File: src/rtl/msg_drop_pkg.sv
// Shared types for the message dropper: mode select encoding and input FSM states.
package msg_drop_pkg;

    typedef enum logic [1:0] {
        MODE_PASS        = 2'd0,
        MODE_DROP_ALL    = 2'd1,
        MODE_DROP_MASKED = 2'd2,
        MODE_DECIMATE    = 2'd3
    } mode_e;

    typedef enum logic [1:0] {
        ST_IDLE = 2'd0,
        ST_FWD  = 2'd1,
        ST_DROP = 2'd2
    } state_e;

endpackage

File: src/rtl/avalon_st_if.sv
// Avalon-ST message bundle with channel, empty and packet delimiters.
interface avalon_st_if #(
    parameter int DATA_W  = 64,
    parameter int EMPTY_W = 3,
    parameter int CH_W    = 2
);
    logic               valid;
    logic               ready;
    logic [DATA_W-1:0]  data;
    logic               sop;
    logic               eop;
    logic [EMPTY_W-1:0] empty;
    logic [CH_W-1:0]    channel;

    modport source (output valid, data, sop, eop, empty, channel, input ready);
    modport sink   (input valid, data, sop, eop, empty, channel, output ready);
endinterface

File: src/rtl/avalon_st_skid.sv
// Two-entry registered skid buffer for an Avalon-ST beat; input ready depends only
// on local occupancy, so no combinational path runs from out_ready to in_ready.
module avalon_st_skid #(
    parameter int DATA_W  = 64,
    parameter int EMPTY_W = 3,
    parameter int CH_W    = 2
) (
    input  logic               clk,
    input  logic               rst_n,
    input  logic               in_valid,
    output logic               in_ready,
    input  logic [DATA_W-1:0]  in_data,
    input  logic               in_sop,
    input  logic               in_eop,
    input  logic [EMPTY_W-1:0] in_empty,
    input  logic [CH_W-1:0]    in_channel,
    output logic               out_valid,
    input  logic               out_ready,
    output logic [DATA_W-1:0]  out_data,
    output logic               out_sop,
    output logic               out_eop,
    output logic [EMPTY_W-1:0] out_empty,
    output logic [CH_W-1:0]    out_channel
);
    localparam int W = DATA_W + EMPTY_W + CH_W + 2;

    logic [W-1:0] mem_q [2];
    logic         wr_q;
    logic         rd_q;
    logic [1:0]   cnt_q;
    logic         push;
    logic         pop;

    assign in_ready  = (cnt_q != 2'd2);
    assign out_valid = (cnt_q != 2'd0);
    assign push      = in_valid && in_ready;
    assign pop       = out_valid && out_ready;

    assign {out_data, out_sop, out_eop, out_empty, out_channel} = mem_q[rd_q];

    // Payload storage carries no reset; occupancy alone qualifies it.
    always_ff @(posedge clk) begin
        if (push) begin
            mem_q[wr_q] <= {in_data, in_sop, in_eop, in_empty, in_channel};
        end
    end

    always_ff @(posedge clk or negedge rst_n) begin
        if (!rst_n) begin
            wr_q  <= 1'b0;
            rd_q  <= 1'b0;
            cnt_q <= 2'd0;
        end else begin
            if (push) wr_q <= ~wr_q;
            if (pop)  rd_q <= ~rd_q;
            case ({push, pop})
                2'b10:   cnt_q <= cnt_q + 2'd1;
                2'b01:   cnt_q <= cnt_q - 2'd1;
                default: cnt_q <= cnt_q;
            endcase
        end
    end

endmodule

File: src/rtl/msg_drop_ctrl.sv
// Inline Avalon-ST message dropper: per-message forward/drop decision at SOP,
// per-channel decimation and saturating drop counters, registered output stage.
//
// state   | meaning
// --------+------------------------------------------------------------
// ST_IDLE | between messages; next accepted beat should carry SOP
// ST_FWD  | inside a kept message; beats pushed into the skid stage
// ST_DROP | inside a dropped message; beats sunk with ready held high
module msg_drop_ctrl import msg_drop_pkg::*; #(
    parameter int DATA_W  = 64,
    parameter int EMPTY_W = 3,
    parameter int N_CH    = 4,
    parameter int CH_W    = 2,
    parameter int CNT_W   = 32,
    parameter int DEC_W   = 8
) (
    input  logic                  clk,
    input  logic                  rst_n,
    avalon_st_if.sink             msg_in,
    avalon_st_if.source           msg_out,
    input  logic [1:0]            mode,
    input  logic [N_CH-1:0]       drop_mask,
    input  logic [DEC_W-1:0]      decim_n,
    input  logic                  clear_cnt,
    output logic                  drop_indication,
    output logic [CH_W-1:0]       drop_channel,
    output logic [N_CH*CNT_W-1:0] drop_cnt,
    output logic                  proto_err
);
    localparam logic [CH_W:0] N_CH_L = (CH_W+1)'(N_CH);

    state_e           state_q, state_d;
    logic [DEC_W-1:0] dec_cnt_q [N_CH];
    logic [CNT_W-1:0] cnt_q [N_CH];

    logic             skid_ready;
    logic             sel_mask;
    logic [DEC_W-1:0] sel_dec;
    logic             ch_ok;
    logic             keep_mode;
    logic             drop_dec;
    logic             sink;
    logic             acc;
    logic             push;
    logic             dec_adv;
    logic             dec_wrap;
    logic             drop_ind_d;
    logic             perr_d;

    always_comb begin
        sel_mask = 1'b0;
        sel_dec  = '0;
        for (int i = 0; i < N_CH; i++) begin
            if (msg_in.channel == CH_W'(i)) begin
                sel_mask = drop_mask[i];
                sel_dec  = dec_cnt_q[i];
            end
        end
        ch_ok = {1'b0, msg_in.channel} < N_CH_L;
        case (mode_e'(mode))
            MODE_PASS:        keep_mode = 1'b1;
            MODE_DROP_ALL:    keep_mode = 1'b0;
            MODE_DROP_MASKED: keep_mode = !sel_mask;
            MODE_DECIMATE:    keep_mode = (sel_dec == '0);
            default:          keep_mode = 1'b1;
        endcase
        drop_dec = !ch_ok || !keep_mode;
    end

    // A dropped message never waits on downstream backpressure.
    assign sink         = (msg_in.valid && msg_in.sop) ? drop_dec : (state_q == ST_DROP);
    assign msg_in.ready = rst_n && (sink || skid_ready);
    assign acc          = msg_in.valid && msg_in.ready;
    assign push         = acc && (msg_in.sop ? !drop_dec : (state_q == ST_FWD));

    always_comb begin
        state_d    = state_q;
        drop_ind_d = 1'b0;
        perr_d     = 1'b0;
        if (acc) begin
            if (msg_in.sop) begin
                if (state_q != ST_IDLE || !ch_ok) perr_d = 1'b1;
                if (ch_ok && drop_dec)            drop_ind_d = 1'b1;
                if (msg_in.eop)    state_d = ST_IDLE;
                else if (drop_dec) state_d = ST_DROP;
                else               state_d = ST_FWD;
            end else begin
                if (state_q == ST_IDLE) perr_d = 1'b1;
                if (msg_in.eop)         state_d = ST_IDLE;
            end
        end
    end

    always_ff @(posedge clk or negedge rst_n) begin
        if (!rst_n) begin
            state_q         <= ST_IDLE;
            drop_indication <= 1'b0;
            drop_channel    <= '0;
            proto_err       <= 1'b0;
        end else begin
            state_q         <= state_d;
            drop_indication <= drop_ind_d;
            proto_err       <= perr_d;
            if (drop_ind_d) drop_channel <= msg_in.channel;
        end
    end

    // Wrap on >= so a lowered decim_n cannot strand a counter above the new ratio.
    assign dec_adv  = acc && msg_in.sop && ch_ok && (mode_e'(mode) == MODE_DECIMATE);
    assign dec_wrap = (decim_n <= DEC_W'(1)) || (sel_dec >= decim_n - DEC_W'(1));

    always_ff @(posedge clk or negedge rst_n) begin
        if (!rst_n) begin
            for (int i = 0; i < N_CH; i++) begin
                cnt_q[i]     <= '0;
                dec_cnt_q[i] <= '0;
            end
        end else begin
            for (int i = 0; i < N_CH; i++) begin
                if (clear_cnt) begin
                    cnt_q[i] <= '0;
                end else if (drop_ind_d && msg_in.channel == CH_W'(i) && cnt_q[i] != '1) begin
                    cnt_q[i] <= cnt_q[i] + CNT_W'(1);
                end
                if (dec_adv && msg_in.channel == CH_W'(i)) begin
                    dec_cnt_q[i] <= dec_wrap ? '0 : sel_dec + DEC_W'(1);
                end
            end
        end
    end

    for (genvar g = 0; g < N_CH; g++) begin : g_cnt
        assign drop_cnt[g*CNT_W +: CNT_W] = cnt_q[g];
    end

    avalon_st_skid #(
        .DATA_W  (DATA_W),
        .EMPTY_W (EMPTY_W),
        .CH_W    (CH_W)
    ) u_skid (
        .clk         (clk),
        .rst_n       (rst_n),
        .in_valid    (push),
        .in_ready    (skid_ready),
        .in_data     (msg_in.data),
        .in_sop      (msg_in.sop),
        .in_eop      (msg_in.eop),
        .in_empty    (msg_in.empty),
        .in_channel  (msg_in.channel),
        .out_valid   (msg_out.valid),
        .out_ready   (msg_out.ready),
        .out_data    (msg_out.data),
        .out_sop     (msg_out.sop),
        .out_eop     (msg_out.eop),
        .out_empty   (msg_out.empty),
        .out_channel (msg_out.channel)
    );

endmodule

File: src/flat_wrapper.sv
// flat-port wrapper written by rule: the top's interface ports become plain ports
module msg_drop_ctrl_flat import msg_drop_pkg::*;
#(
    parameter int DATA_W  = 64,
    parameter int EMPTY_W = 3,
    parameter int N_CH    = 4,
    parameter int CH_W    = 2,
    parameter int CNT_W   = 32,
    parameter int DEC_W   = 8
)
  (clk, rst_n, mode, drop_mask, decim_n, clear_cnt, drop_indication, drop_channel, drop_cnt, proto_err, msg_in_valid, msg_in_data, msg_in_sop, msg_in_eop, msg_in_empty, msg_in_channel, msg_in_ready, msg_out_valid, msg_out_data, msg_out_sop, msg_out_eop, msg_out_empty, msg_out_channel, msg_out_ready);
  avalon_st_if #(.DATA_W(DATA_W), .EMPTY_W(EMPTY_W), .CH_W(CH_W)) msg_in_i ();
  avalon_st_if #(.DATA_W(DATA_W), .EMPTY_W(EMPTY_W), .CH_W(CH_W)) msg_out_i ();
  input  logic clk;
  input  logic rst_n;
  input  logic [1:0] mode;
  input  logic [N_CH-1:0] drop_mask;
  input  logic [DEC_W-1:0] decim_n;
  input  logic clear_cnt;
  output logic drop_indication;
  output logic [CH_W-1:0] drop_channel;
  output logic [N_CH*CNT_W-1:0] drop_cnt;
  output logic proto_err;
  input wire logic [$bits(msg_in_i.valid)-1:0] msg_in_valid;
  input wire logic [$bits(msg_in_i.data)-1:0] msg_in_data;
  input wire logic [$bits(msg_in_i.sop)-1:0] msg_in_sop;
  input wire logic [$bits(msg_in_i.eop)-1:0] msg_in_eop;
  input wire logic [$bits(msg_in_i.empty)-1:0] msg_in_empty;
  input wire logic [$bits(msg_in_i.channel)-1:0] msg_in_channel;
  output wire logic [$bits(msg_in_i.ready)-1:0] msg_in_ready;
  output wire logic [$bits(msg_out_i.valid)-1:0] msg_out_valid;
  output wire logic [$bits(msg_out_i.data)-1:0] msg_out_data;
  output wire logic [$bits(msg_out_i.sop)-1:0] msg_out_sop;
  output wire logic [$bits(msg_out_i.eop)-1:0] msg_out_eop;
  output wire logic [$bits(msg_out_i.empty)-1:0] msg_out_empty;
  output wire logic [$bits(msg_out_i.channel)-1:0] msg_out_channel;
  input wire logic [$bits(msg_out_i.ready)-1:0] msg_out_ready;
  assign msg_in_i.valid = msg_in_valid;
  assign msg_in_i.data = msg_in_data;
  assign msg_in_i.sop = msg_in_sop;
  assign msg_in_i.eop = msg_in_eop;
  assign msg_in_i.empty = msg_in_empty;
  assign msg_in_i.channel = msg_in_channel;
  assign msg_in_ready = msg_in_i.ready;
  assign msg_out_valid = msg_out_i.valid;
  assign msg_out_data = msg_out_i.data;
  assign msg_out_sop = msg_out_i.sop;
  assign msg_out_eop = msg_out_i.eop;
  assign msg_out_empty = msg_out_i.empty;
  assign msg_out_channel = msg_out_i.channel;
  assign msg_out_i.ready = msg_out_ready;
  msg_drop_ctrl #(.DATA_W(DATA_W), .EMPTY_W(EMPTY_W), .N_CH(N_CH), .CH_W(CH_W), .CNT_W(CNT_W), .DEC_W(DEC_W)) u_core (.clk(clk), .rst_n(rst_n), .msg_in(msg_in_i), .msg_out(msg_out_i), .mode(mode), .drop_mask(drop_mask), .decim_n(decim_n), .clear_cnt(clear_cnt), .drop_indication(drop_indication), .drop_channel(drop_channel), .drop_cnt(drop_cnt), .proto_err(proto_err));
endmodule
File: config.mk
export PLATFORM = sky130hd
export DESIGN_NAME = msg_drop_ctrl_flat
export DESIGN_NICKNAME = d
export VERILOG_FILES = /design/src/rtl/msg_drop_pkg.sv /design/src/rtl/avalon_st_if.sv /design/src/rtl/avalon_st_skid.sv /design/src/rtl/msg_drop_ctrl.sv /design/src/flat_wrapper.sv
export SDC_FILE = /design/constraint.sdc
export NUM_CORES = 1
export LEC_CHECK = 0
export CAP_MARGIN = 5
export CORE_ASPECT_RATIO = 1.5
export CORE_MARGIN = 2
export CORE_UTILIZATION = 45
export DETAILED_ROUTE_END_ITERATION = 8
export GPL_ROUTABILITY_DRIVEN = 0
export PLACE_DENSITY = 0.71
export SLEW_MARGIN = 20
export SYNTH_ARGS = -nofsm -noshare
export SYNTH_HDL_FRONTEND = slang
export SYNTH_SLANG_ARGS = --single-unit
File: constraint.sdc
create_clock -name clk -period 6.1 [get_ports clk]
set_clock_uncertainty 0.15 [all_clocks]
set_input_delay 1.22 -clock clk [delete_from_list [all_inputs] [get_ports clk]]
set_output_delay 1.22 -clock clk [all_outputs]
set_load 0.1 [all_outputs]
Word level (Yosys, flattened, before mapping). Memory sizes are Yosys's and may differ from the RTL's. Cells that the tools add are included.

Register bits: 170. Bits in writable memories: 142. Output and inout port bits: 205. Memories kept: 1.

Add/sub/neg operators: 8. Order comparisons: 2. Equality and inequality tests: 15. Mux-type cells: 34. Bitwise gates (word level): 2. Reduce and logical (&&, ||, !) cells: 37.

Memories: u_core.u_skid.mem_q (words 2, width 71, rd ports 1, clocked after Yosys merged registers in 0, write ports 1, line avalon_st_skid.sv:27) `logic [W-1:0] mem_q [2];`.

Operators by type and width (number): 32-bit two-way mux (8); 32-bit by 1-bit adder with 32-bit output (second input constant) (4); 32-bit inequality test (second input constant) (4); 8-bit two-way mux (5); 1-bit logical AND (20); 2-bit nonzero test (8); 1-bit two-way mux (15); 2-bit equality test (second input constant) (6); 8-bit by 1-bit adder with 8-bit output (second input constant) (1); 2-bit by 1-bit equality test with 1-bit output (second input constant) (4); 8-bit greater-or-equal comparator (1); 8-bit by 1-bit <= comparator with 1-bit output (second input constant) (1); 8-bit logical NOT (1); 2-bit two-way mux (4); 8-bit by 1-bit subtractor with 8-bit output (second input constant) (1); 2-bit logical NOT (3); 1-bit one-hot mux with 4 select lines (1); 2-bit one-hot mux with 2 select lines (1); 2-bit by 1-bit adder with 2-bit output (second input constant) (1); 1-bit logical NOT (2); 1-bit logical OR (2); 2-bit inequality test (second input constant) (1); 1-bit inverter (2); 2-bit AND reduction (1); 2-bit by 1-bit subtractor with 2-bit output (second input constant) (1).

Depth between registers and ports, before layout.
Depth in word-level cells: 17. Depth in mapped cells: 15. Gate-level depth less buffers: 12.

Modules after synthesis. A second synthesis with hierarchy kept.

Cells, all modules: 1229. Area, all modules: 14726.6 µm².

By module, submodules not included: msg_drop_ctrl (instances 1, cells an instance 991, area each 9118.7 µm², sequential area each 4154.0 µm²); avalon_st_skid (instances 1, cells an instance 238, area each 5607.9 µm², sequential area each 4364.2 µm²).

Least setup slack after synthesis. No wires, ideal clock.

Path kind: input to register. Start point: input msg_in_channel[0]. End point: memory u_core.u_skid.mem_q[0][0] (netlist bit) (enable). Library setup time: 0.501 ns. Data arrival time: 6.061 ns. Required time: 5.449 ns. Setup slack: -0.612 ns. Stages: 10. Buffers on the path: 1. Path through: buf_6 -> mux4_2 -> inv_1 -> ha_1 -> nand3_1 -> nor4_2 -> nand2_1 -> a21boi_0 -> o21ai_0 -> nor2_1.

Word-level cells in the longest chain between the ends: 16.

RTL lines: from (decl) (line flat_wrapper.sv:29) `input wire logic [$bits(msg_in_i.channel)-1:0] msg_in_channel;`; 2-bit logical NOT (line msg_drop_ctrl.sv:54) `if (msg_in.channel == CH_W'(i)) begin`; 8-bit two-way mux or 1-bit two-way mux (tied branches) (4 in a row) (line msg_drop_ctrl.sv:54); 8-bit logical NOT or 1-bit logical NOT (tied branches) (line msg_drop_ctrl.sv:64, msg_drop_ctrl.sv:63); 1-bit one-hot mux with 4 select lines * (line msg_drop_ctrl.sv:60) `case (mode_e'(mode))`; 1-bit logical NOT (line msg_drop_ctrl.sv:67) `drop_dec = !ch_ok || !keep_mode;`; 1-bit two-way mux (line msg_drop_ctrl.sv:71) `assign sink = (msg_in.valid && msg_in.sop) ? drop_dec : (state_q == ST_DROP);`; 1-bit logical OR (line msg_drop_ctrl.sv:72) `assign msg_in.ready = rst_n && (sink || skid_ready);`; 1-bit logical AND (line msg_drop_ctrl.sv:72); 1-bit logical AND (line msg_drop_ctrl.sv:73) `assign acc = msg_in.valid && msg_in.ready;`; 1-bit logical AND * (line msg_drop_ctrl.sv:74) `assign push = acc && (msg_in.sop ? !drop_dec : (state_q == ST_FWD));`; 1-bit logical AND * (line avalon_st_skid.sv:36) `assign push = in_valid && in_ready;`; 1-bit two-way mux * (line avalon_st_skid.sv:43) `if (push) begin`; 1-bit two-way mux (not written as such) * (line avalon_st_skid.sv:44) `mem_q[wr_q] <= {in_data, in_sop, in_eop, in_empty, in_channel};`; to (decl) (line avalon_st_skid.sv:27).

Every way passes the cells marked *; elsewhere a longest branch is shown, timed or not.

Worst setup path in the final report.
Start point: input msg_in_channel[0]. End point: output msg_in_ready.

Word-level cells in the longest chain between the ends: 11.

RTL lines: 2-bit logical NOT (line msg_drop_ctrl.sv:54); 8-bit two-way mux or 1-bit two-way mux (tied branches) (4 in a row) (line msg_drop_ctrl.sv:54); 8-bit logical NOT or 1-bit logical NOT (tied branches) (line msg_drop_ctrl.sv:64, msg_drop_ctrl.sv:63); 1-bit one-hot mux with 4 select lines * (line msg_drop_ctrl.sv:60); 1-bit logical NOT * (line msg_drop_ctrl.sv:67); 1-bit two-way mux * (line msg_drop_ctrl.sv:71); 1-bit logical OR * (line msg_drop_ctrl.sv:72); 1-bit logical AND * (line msg_drop_ctrl.sv:72); to (decl) (line flat_wrapper.sv:30) `output wire logic [$bits(msg_in_i.ready)-1:0] msg_in_ready;`.

Marked as above.

==> metrics <==
die area=approximately 34000 um^2; CP Data Required Time=4.73 ns; deepest clock path buffer count=3; Worst slew margin=26.35%; CTS tree=built; Tmin final=5.645 ns; post-synthesis cell area=14590 um^2; Die Y=224.6 um; antenna diode count=0; nets@finish=1643; total CTS buffers=31; RSZ-0062 raised after global routing=no; post-route ant nets=0; largest net degree at the start of global routing=109; Yosys top cell area share=29.22%; pwr/cell area=~340 nW/um^2; core area=31930 um^2; top_reg_cell synth=dfrtp_1; share of cells above drive strength 1=12.56%; yosys warns=0; placed cell areas=18010 um^2; CP startpoint kind=input pin; initial antenna violation count=0; # port buffers=294; vias in the first global route=~11000; Ports=~300; H-Tree Depth=1; Clock Latency Late Sink=0.58 ns; Syn Nets=~1400; global-route wire length before repair=roughly 59000 um; Clock transition at path regs=approximately 0.06 ns; Die Wd=151.0 um; worst slew pin tran=between 1 and 1.5 ns; Max Slew Vio Count=0; syn avg cell area=11.68 um^2; # Max-Cap Violations=0; routed vias/inst=5.664; DRC=0; final wirelength=37650 um; hold crit path type=reg2reg; most area-consuming cells after synthesis=edfxtp_1 (29%), dfrtp_1 (29%), mux2_2 (7.3%); synth cell count leaders=dfrtp_1 (170), edfxtp_1 (142), mux2_2 (94); CTS resizes=0; Final Non-Filler Cells=slightly below 2000; Site Rows=80; Final Hold Viols=0; fmax=around 180 MHz; Post-synth EDFFs=142; Root Driver=clkbuf_16; DR vias=11163; leak pwr=between 7 and 8 nW; drt initial violations=~640; outcome=finished clean; Total GRT Usage=between 20% and 30%; design area=19130 um^2; Worst VDD drop=0.1727 mV; unique cell type count in the Yosys netlist=just over 60; Max Fanout on Critical Path=12; GRT overflow=0; sequential area share after synthesis=58.37%; final setup violation count=0; WL/cell=19.10 um; Fillers=2625; area leader, netlist=edfxtp_1; synthesized netlist cell count=1250; crit end category=primary output; Initial Util=a little under half; # hold bufs at CTS=0; Layout area overhead=31.11%; flops & latches, synth=312; Worst Setup Path Type=in2out; HPWL Detailed=26510 um; critical path arrival=4.28 ns; Pre-antenna DRT Iters=4; post-CTS setup buffer count=0; asr flop ratio synth=54.49%; DP Cell Count=1913; CTS sink cnt=approximately 310; final period utilization=92.55%; most frequent cell after synthesis=dfrtp_1
-- worst paths after layout --
kind,from,end,slack [ns],cells after the start
setup / recovery,msg_in_channel[0],msg_in_ready,0.45,8
hold / removal,u_core.dec_cnt_q[19],u_core.dec_cnt_q[19],0.33,2
setup reg to reg,u_core.dec_cnt_q[0],u_core.drop_cnt[31],2.48,10
hold reg to reg,u_core.dec_cnt_q[19],u_core.dec_cnt_q[19],0.33,2
max in group asynchronous,rst_n,u_core.drop_cnt[52],4.03,2
min in group asynchronous,rst_n,u_core.drop_cnt[97],0.46,1
-- layout by cell type (no fill, tap or decap), drive strengths merged, types with 3 or more instances in the layout --
cell type,netlist,layout
nand4,39,39
buf,11,24
clkdlybuf4s50,0,291
edfxtp,142,142
o41ai,3,3
nor3,11,11
nor2b,22,22
and3,23,23
o31ai,28,28
bufinv,0,7
a31o,3,3
clkinvlp,0,7
or2,6,6
mux4,8,8
or4,29,29
a21oi,79,79
nand2,83,83
mux2i,10,10
xor2,23,23
xnor2,20,20
nand3b,3,3
dfrtp,170,170
nor4,19,19
o2111ai,6,6
ha,17,17
nand3,55,55
and2,7,7
nor2,82,82
o21ai,79,79
nand2b,8,8
clkinv,0,9
clkbuf,51,32
inv,23,26
o211ai,7,7
and4,13,13
mux2,95,95
or3,51,51
-- cell families (layout without fill, tap and decap cells) --
family | count (synthesis) | in the layout | share of synthesized area, %
DFF | 312 | 312 | 58.37
and+or+nand+nor | 456 | 456 | 16.80
xor gates and xnor gates | 43 | 43 | 2.581
muxes | 113 | 113 | 9.328
buffers and inverters | 85 | 396 | 2.435
AOI/OAI and AO/OA | 224 | 224 | 9.028
adders and majority gates | 17 | 17 | 1.457
-- layout make-up --
class	count	area, um^2	area share, %
Tap cell	410	513.0	2.681
Timing Repair Buffer	315	3151	16.47
Multi-Input combinational cell	853	5748	30.04
Inverter	23	86.33	0.4512
Clock inverter	26	337.8	1.766
Clock buffer	32	779.5	4.074
Sequential cell	312	8519	44.52
-- sequential cells by signal (all words and copies together), names as in the netlist --
signal and flops:
u_core.state_q 2, u_core.proto_err 1, u_core.u_skid.mem_q 142, u_core.u_skid.wr_q 1, u_core.drop_cnt 128, u_core.drop_indication 1, u_core.u_skid.cnt_q 2, u_core.drop_channel 2
u_core.dec_cnt_q 32, u_core.u_skid.rd_q 1
-- power by group --
group          total, mW  switching [mW]  internal [mW]  leakage (nW)
logic               2.01            1.43          0.573          2.93
registers           2.38          0.0890           2.29          3.61
clock network       2.07           0.838           1.23         0.529
total               6.46            2.36           4.10          7.07
-- metal layers --
| layer | track usage (%) | part of all wire [%] |
|---|---|---|
| met1 | 25.52 | 39 |
| met2 | 38.75 | 51 |
| met3 | 5.700 | 8.3 |
| met4 | 5.668 | 2.1 |
| met5 | 0 | 0 |
-- through the flow --
step / worst slack (ns) / hold WS, ns / utilization (%) / power, mW / setup TNS [ns]
6_report: 0.4547 / 0.3272 / 59.93 / 6.463 / 0
5_1_grt: 0.2409 / 0.3481 / 59.93 / 6.693 / 0
4_1_cts: 0.4493 / 0.3291 / 59.89 / 6.530 / 0
3_5_place_dp: 0.4628 / 0.3158 / 56.39 / 4.442 / 0
3_3_place_gp: 0.5480 / 0.3072 / 56.39 / 4.419 / 0
2_1_floorplan: -0.6124 / 0.2901 / - / 3.964 / -86.96
-- worst max-delay path, stage by stage --
cell	delay [ns]
clkdlybuf4s50_1	0.82
buf_4	0.27
mux4_1	0.65
nor4_2	0.51
a221oi_1	0.22
nor2_1	0.27
nor2b_1	0.12
buf_12	0.18
(Power assumes the default switching activity.)
